## src/rtl/control_unit.sv

```systemverilog
// Multi-cycle instruction sequencer for the 8-bit RISC core: fetch, decode,
// ALU/register-file control, program counter, status flags and halt.
module control_unit #(
    parameter logic [7:0] RESET_PC = 8'h00
) (
    input  logic       clk,
    input  logic       rst_n,
    output logic       imem_req,
    output logic [7:0] imem_addr,
    input  logic       imem_valid,
    input  logic [7:0] imem_data,
    output logic [2:0] alu_ctrl,
    output logic       alu_flag,
    input  logic [7:0] alu_out,
    input  logic       alu_overflow,
    output logic [1:0] rf_raddr1,
    output logic [1:0] rf_raddr2,
    output logic [1:0] rf_waddr,
    output logic       rf_we,
    output logic       rf_wsel,
    output logic [7:0] imm,
    output logic       ovf_flag,
    output logic       zero_flag,
    output logic       halted,
    output logic       illegal
);

    localparam logic [2:0] S_FETCH     = 3'd0;
    localparam logic [2:0] S_DECODE    = 3'd1;
    localparam logic [2:0] S_FETCH_IMM = 3'd2;
    localparam logic [2:0] S_EXEC      = 3'd3;
    localparam logic [2:0] S_HALT      = 3'd4;

    localparam logic [2:0] OP_LOGIC = 3'b000;
    localparam logic [2:0] OP_LI    = 3'b001;
    localparam logic [2:0] OP_BZ    = 3'b010;
    localparam logic [2:0] OP_ARITH = 3'b011;
    localparam logic [2:0] OP_SHIFT = 3'b100;
    localparam logic [2:0] OP_ILL_A = 3'b101;
    localparam logic [2:0] OP_ILL_B = 3'b110;
    localparam logic [2:0] OP_HALT  = 3'b111;

    logic [2:0] state;
    logic [2:0] state_nxt;
    logic [7:0] pc;
    logic [7:0] ir;
    logic [7:0] imm_q;
    logic       ovf_q;
    logic       zero_q;
    logic       run;
    logic [2:0] opcode;
    logic       fetching;
    logic       accept;
    logic       imm_accept;
    logic       in_exec;
    logic       li_write;

    assign opcode = ir[7:5];

    // run holds the request low until the first edge after reset release
    assign fetching   = run && ((state == S_FETCH) || (state == S_FETCH_IMM));
    assign accept     = fetching && imem_valid;
    assign imm_accept = accept && (state == S_FETCH_IMM);
    assign in_exec    = (state == S_EXEC);
    assign li_write   = imm_accept && (opcode == OP_LI);

    always_comb begin
        state_nxt = state;
        case (state)
            S_FETCH: begin
                if (accept) state_nxt = S_DECODE;
            end
            S_DECODE: begin
                case (opcode)
                    OP_LOGIC, OP_ARITH, OP_SHIFT: state_nxt = S_EXEC;
                    OP_LI, OP_BZ:                 state_nxt = S_FETCH_IMM;
                    OP_HALT:                      state_nxt = S_HALT;
                    default:                      state_nxt = S_FETCH;
                endcase
            end
            S_FETCH_IMM: begin
                if (accept) state_nxt = S_FETCH;
            end
            S_EXEC:  state_nxt = S_FETCH;
            S_HALT:  state_nxt = S_HALT;
            default: state_nxt = S_FETCH;
        endcase
    end

    always_ff @(posedge clk or negedge rst_n) begin
        if (!rst_n) begin
            state  <= S_FETCH;
            pc     <= RESET_PC;
            ir     <= '0;
            imm_q  <= '0;
            ovf_q  <= 1'b0;
            zero_q <= 1'b0;
            run    <= 1'b0;
        end else begin
            run   <= 1'b1;
            state <= state_nxt;
            if (accept && (state == S_FETCH)) begin
                ir <= imem_data;
                pc <= pc + 8'd1;
            end
            if (imm_accept) begin
                imm_q <= imem_data;
                // taken branch replaces the sequential increment
                if ((opcode == OP_BZ) && zero_q) pc <= imem_data;
                else                             pc <= pc + 8'd1;
            end
            if (in_exec) begin
                zero_q <= (alu_out == 8'h00);
                ovf_q  <= (opcode == OP_ARITH) && alu_overflow;
            end
        end
    end

    assign imem_req  = fetching;
    assign imem_addr = pc;

    assign alu_ctrl  = in_exec ? opcode : 3'b000;
    assign alu_flag  = in_exec && ir[4];

    assign rf_raddr1 = ir[3:2];
    assign rf_raddr2 = ir[1:0];
    assign rf_waddr  = ir[3:2];
    assign rf_we     = in_exec || li_write;
    assign rf_wsel   = li_write;

    // the LI write uses the byte being captured this cycle
    assign imm       = imm_accept ? imem_data : imm_q;

    assign ovf_flag  = ovf_q;
    assign zero_flag = zero_q;
    assign halted    = (state == S_HALT);
    assign illegal   = (state == S_DECODE) && ((opcode == OP_ILL_A) || (opcode == OP_ILL_B));

endmodule

```

## config.mk

```make
export PLATFORM = sky130hd
export DESIGN_NAME = control_unit
export DESIGN_NICKNAME = d
export VERILOG_FILES = /design/src/rtl/control_unit.sv
export SDC_FILE = /design/constraint.sdc
export NUM_CORES = 1
export LEC_CHECK = 0
export ABC_AREA = 1
export BUFFER_PORTS_ARGS = -buffer_cell sky130_fd_sc_hd__buf_4
export CORE_MARGIN = 4
export CORE_UTILIZATION = 47
export CTS_BUF_LIST = sky130_fd_sc_hd__clkbuf_8
export DETAILED_ROUTE_END_ITERATION = 8
export PLACE_DENSITY = 0.89
export SYNTH_ARGS = -nofsm -noshare
export SYNTH_HDL_FRONTEND = slang
export SYNTH_SLANG_ARGS = --single-unit
```

## constraint.sdc

```tcl
create_clock -name clk -period 1.4 [get_ports clk]
set_clock_uncertainty 0.2 [all_clocks]
set_input_delay 0.07 -clock clk [delete_from_list [all_inputs] [get_ports clk]]
set_output_delay 0.07 -clock clk [all_outputs]
set_load 0.005 [all_outputs]
```

==> flow_summary.ini <==
[outcome]
outcome = finished with violations
violations = negative setup slack

[timing]
hold_ws_ns = 0.0534
timing.fmax_mhz = 549
setup_viol = 42
rsz0062_at_grt = yes
finalWorstPathRequiredPeriod_ns = 1.82
setup_ws_ns = -0.423
hold_violations = 0
slew_viol_final = 0
tns_ns = -11.14
post-route-period-util = 1.30

[clock_tree]
worstSkewPairLatency_ns = 0.28
cts_root_buf = clkbuf_8
clkTransAtPathRegs_ns = 0.06
numCtsBuffers = 5
clock_path_buffers = 2
cts_tree = done
cts_sinks = 30
htreeDepth = 2

[power_and_ir_drop]
peakVddDrop_uv = 1140
p_leak_nw = 1.46
powerDensity_nw_per_um2 = 1830

[grt]
grtUsageTotal = 0.224
grt_max_degree = 31
grt_pass1_wl_mm = 7.40
antenna_found_initial = 0
grt_pass1_vias = 1626
overflow = 0

[placement]
hpwl_mm = 3.00
numPortBuffers = 52
gp_congestion = 0.874

[setup_path]
crit_path_end_kind = primary output
worstPathMaxFanout = 4
critPathKind = flop to primary output
critPathLaunchType = flop
arrival_ns = 1.55
cp.required_ns = 1.13

[floorplanning]
rows = 21
core_area_um2 = 3340
die-height_um = 66.6
initial_core_util = 0.484
dieWidth_um = 66.6
io_pins = 53
die_area_um2 = 4440

[detailed_routing]
detailedRoute.firstIterationViolations = 119
routed_wl_mm = 5.28
drc_errors = 0
via_per_inst = 4.99
wire_per_inst_um = 15.1
dr.pass1.iters = 8
antenna_left = 0
vias = 1746

[final_layout]
multi_input_area_um2 = 842
drive_gt1_frac = 0.461
fillers = 189
num_antenna_cells = 0
nets = 324
layout.area.seq_um2 = 751
syn_to_final_growth_pct = 69.7

[synth]
post_synth_num_cell_types = 29
synthesis.area_um2 = 1610
yosysWarnings = 0
ys_seq_area_frac = 0.465
synthTopCellsByArea = dfrtp_1 47%, nand2_1 16%, inv_1 4.7%, nand3_1 3.7%, o21ai_0 3.7%
yosysTopAreaCellShare = 0.465
yosys.area.top_type = dfrtp_1
synth_area_per_cell_um2 = 8.07
synthCells = 200
ys_seq_elements = 30
syn_nets = 221

[hold_path]
hp-class = primary input to async pin

[job]
max_cap_viol_count = 0
-- cells by family (layout without fill, tap and decap cells) --
logic type / after synthesis / count (layout) / synth area share
compound gates: 23 / 23 / 0.0760
xor+xnor: 3 / 3 / 0.0163
fa+ha+maj: 1 / 1 / 0.00775
buf+inv: 33 / 136 / 0.104
flops: 30 / 30 / 0.465
other cells: 1 / 1 / 0.00232
simple gates: 109 / 110 / 0.329
-- routing by layer --
| metal | GRT usage | routed length, um | vias to the layer above | part of all wire |
|---|---|---|---|---|
| met1 | 0.258 | 1880 | 804 | 0.36 |
| li1 | - | - | 837 | - |
| met3 | 0.0641 | 502 | 14 | 0.095 |
| met4 | 0.0660 | 97 | 0 | 0.018 |
| met2 | 0.400 | 2800 | 91 | 0.53 |
| met5 | 0 | 0 | - | 0 |
-- worst paths after layout --
| kind | start | endpoint | slack, ns | cells after the start |
|---|---|---|---|---|
| max reg2reg | state[2]$_DFFE_PN0P_ | imem_addr[2]$_DFFE_PN0P_ | -0.40 | 9 |
| max | state[2]$_DFFE_PN0P_ | imm[0] | -0.42 | 6 |
| min in group clk | imem_valid | imm_q[5]$_DFF_PN0_ | 0.06 | 4 |
| min | rst_n | imm_q[2]$_DFF_PN0_ | 0.05 | 2 |
| max in group asynchronous | rst_n | ir[5]$_DFFE_PN0P_ | 0.66 | 2 |
| min reg2reg | imm_q[5]$_DFF_PN0_ | imm_q[5]$_DFF_PN0_ | 0.28 | 2 |
-- critical path: stages (launching register included) --
cell	delay (ns)
dfrtp_1	0.39
nor2_2	0.14
nand4_1	0.13
buf_6	0.17
clkbuf_16	0.15
o21ai_2	0.15
buf_4	0.14
-- where the power goes --
part / switching, mW / internal [mW] / total (mW)
Clock: 0.309 / 0.388 / 0.697
Combinational: 1.42 / 1.41 / 2.83
Sequential: 0.242 / 1.24 / 1.48
-- registers in the layout, summed over array words and instances, names as in the netlist --
| name | cells |
|---|---|
| imm_q | 8 |
| imem_addr | 8 |
| run | 1 |
| zero_flag | 1 |
| ir | 8 |
| state | 3 |
| ovf_flag | 1 |
-- Yosys cell counts (all sizes together) --
cell type and instances:
conb 1, ha 1, clkinv 2, nor2 16, o22ai 1, buf 7, nor4 2, dfrtp 30
nand2 71, xnor2 1, o21ai 20, nand3 15, inv 23, nand4 3, clkbuf 1, o21bai 1
xor2 2, nor3 2, a21oi 1
-- what timing repair did --
action                     4_1_cts  5_1_grt
buffers inserted                 0        9
setup endpoints to repair       42       43
hold buffers                    18        0
pin swaps                        1        6
hold endpoints to repair        54        0
gates cloned                     1        3
gates resized for setup         15       32
-- cell type report --
cell class / instances / share of cell area
multi-input cells: 138 / 0.307
repair inverters: 1 / 0.00320
repair buffers: 102 / 0.321
flip-flops and latches: 30 / 0.274
clock buffers: 6 / 0.0302
inverters: 25 / 0.0402
well taps: 46 / 0.0210
clock inverters: 2 / 0.00320
-- metrics by stage --
step | instances | setup slack [ns] | total power, mW | util | cell area [um2]
after floorplan | 200 | -0.0668 | 2.67 | - | 1620
after global placement | 311 | -0.126 | 3.68 | 0.654 | 2180
after detailed placement | 311 | -0.195 | 3.77 | 0.654 | 2180
after CTS | 338 | -0.362 | 4.63 | 0.746 | 2490
after global routing | 350 | -0.513 | 5.40 | 0.821 | 2740
final | 350 | -0.423 | 5.02 | 0.821 | 2740
-- cells in the final DEF (no fill, tap or decap), types with 3 or more instances in the layout --
cell type,instances
nand3_1,8
nor2_2,4
nand2_2,12
dfrtp_1,30
o21ai_1,6
buf_4,78
o21ai_2,12
dlygate4sd3_1,18
nor2_1,10
nand2_1,56
nand3_2,4
inv_1,21
nand3_4,3
nand4_1,3
clkbuf_8,6
Note: power is estimated with default switching activity, not from simulation.
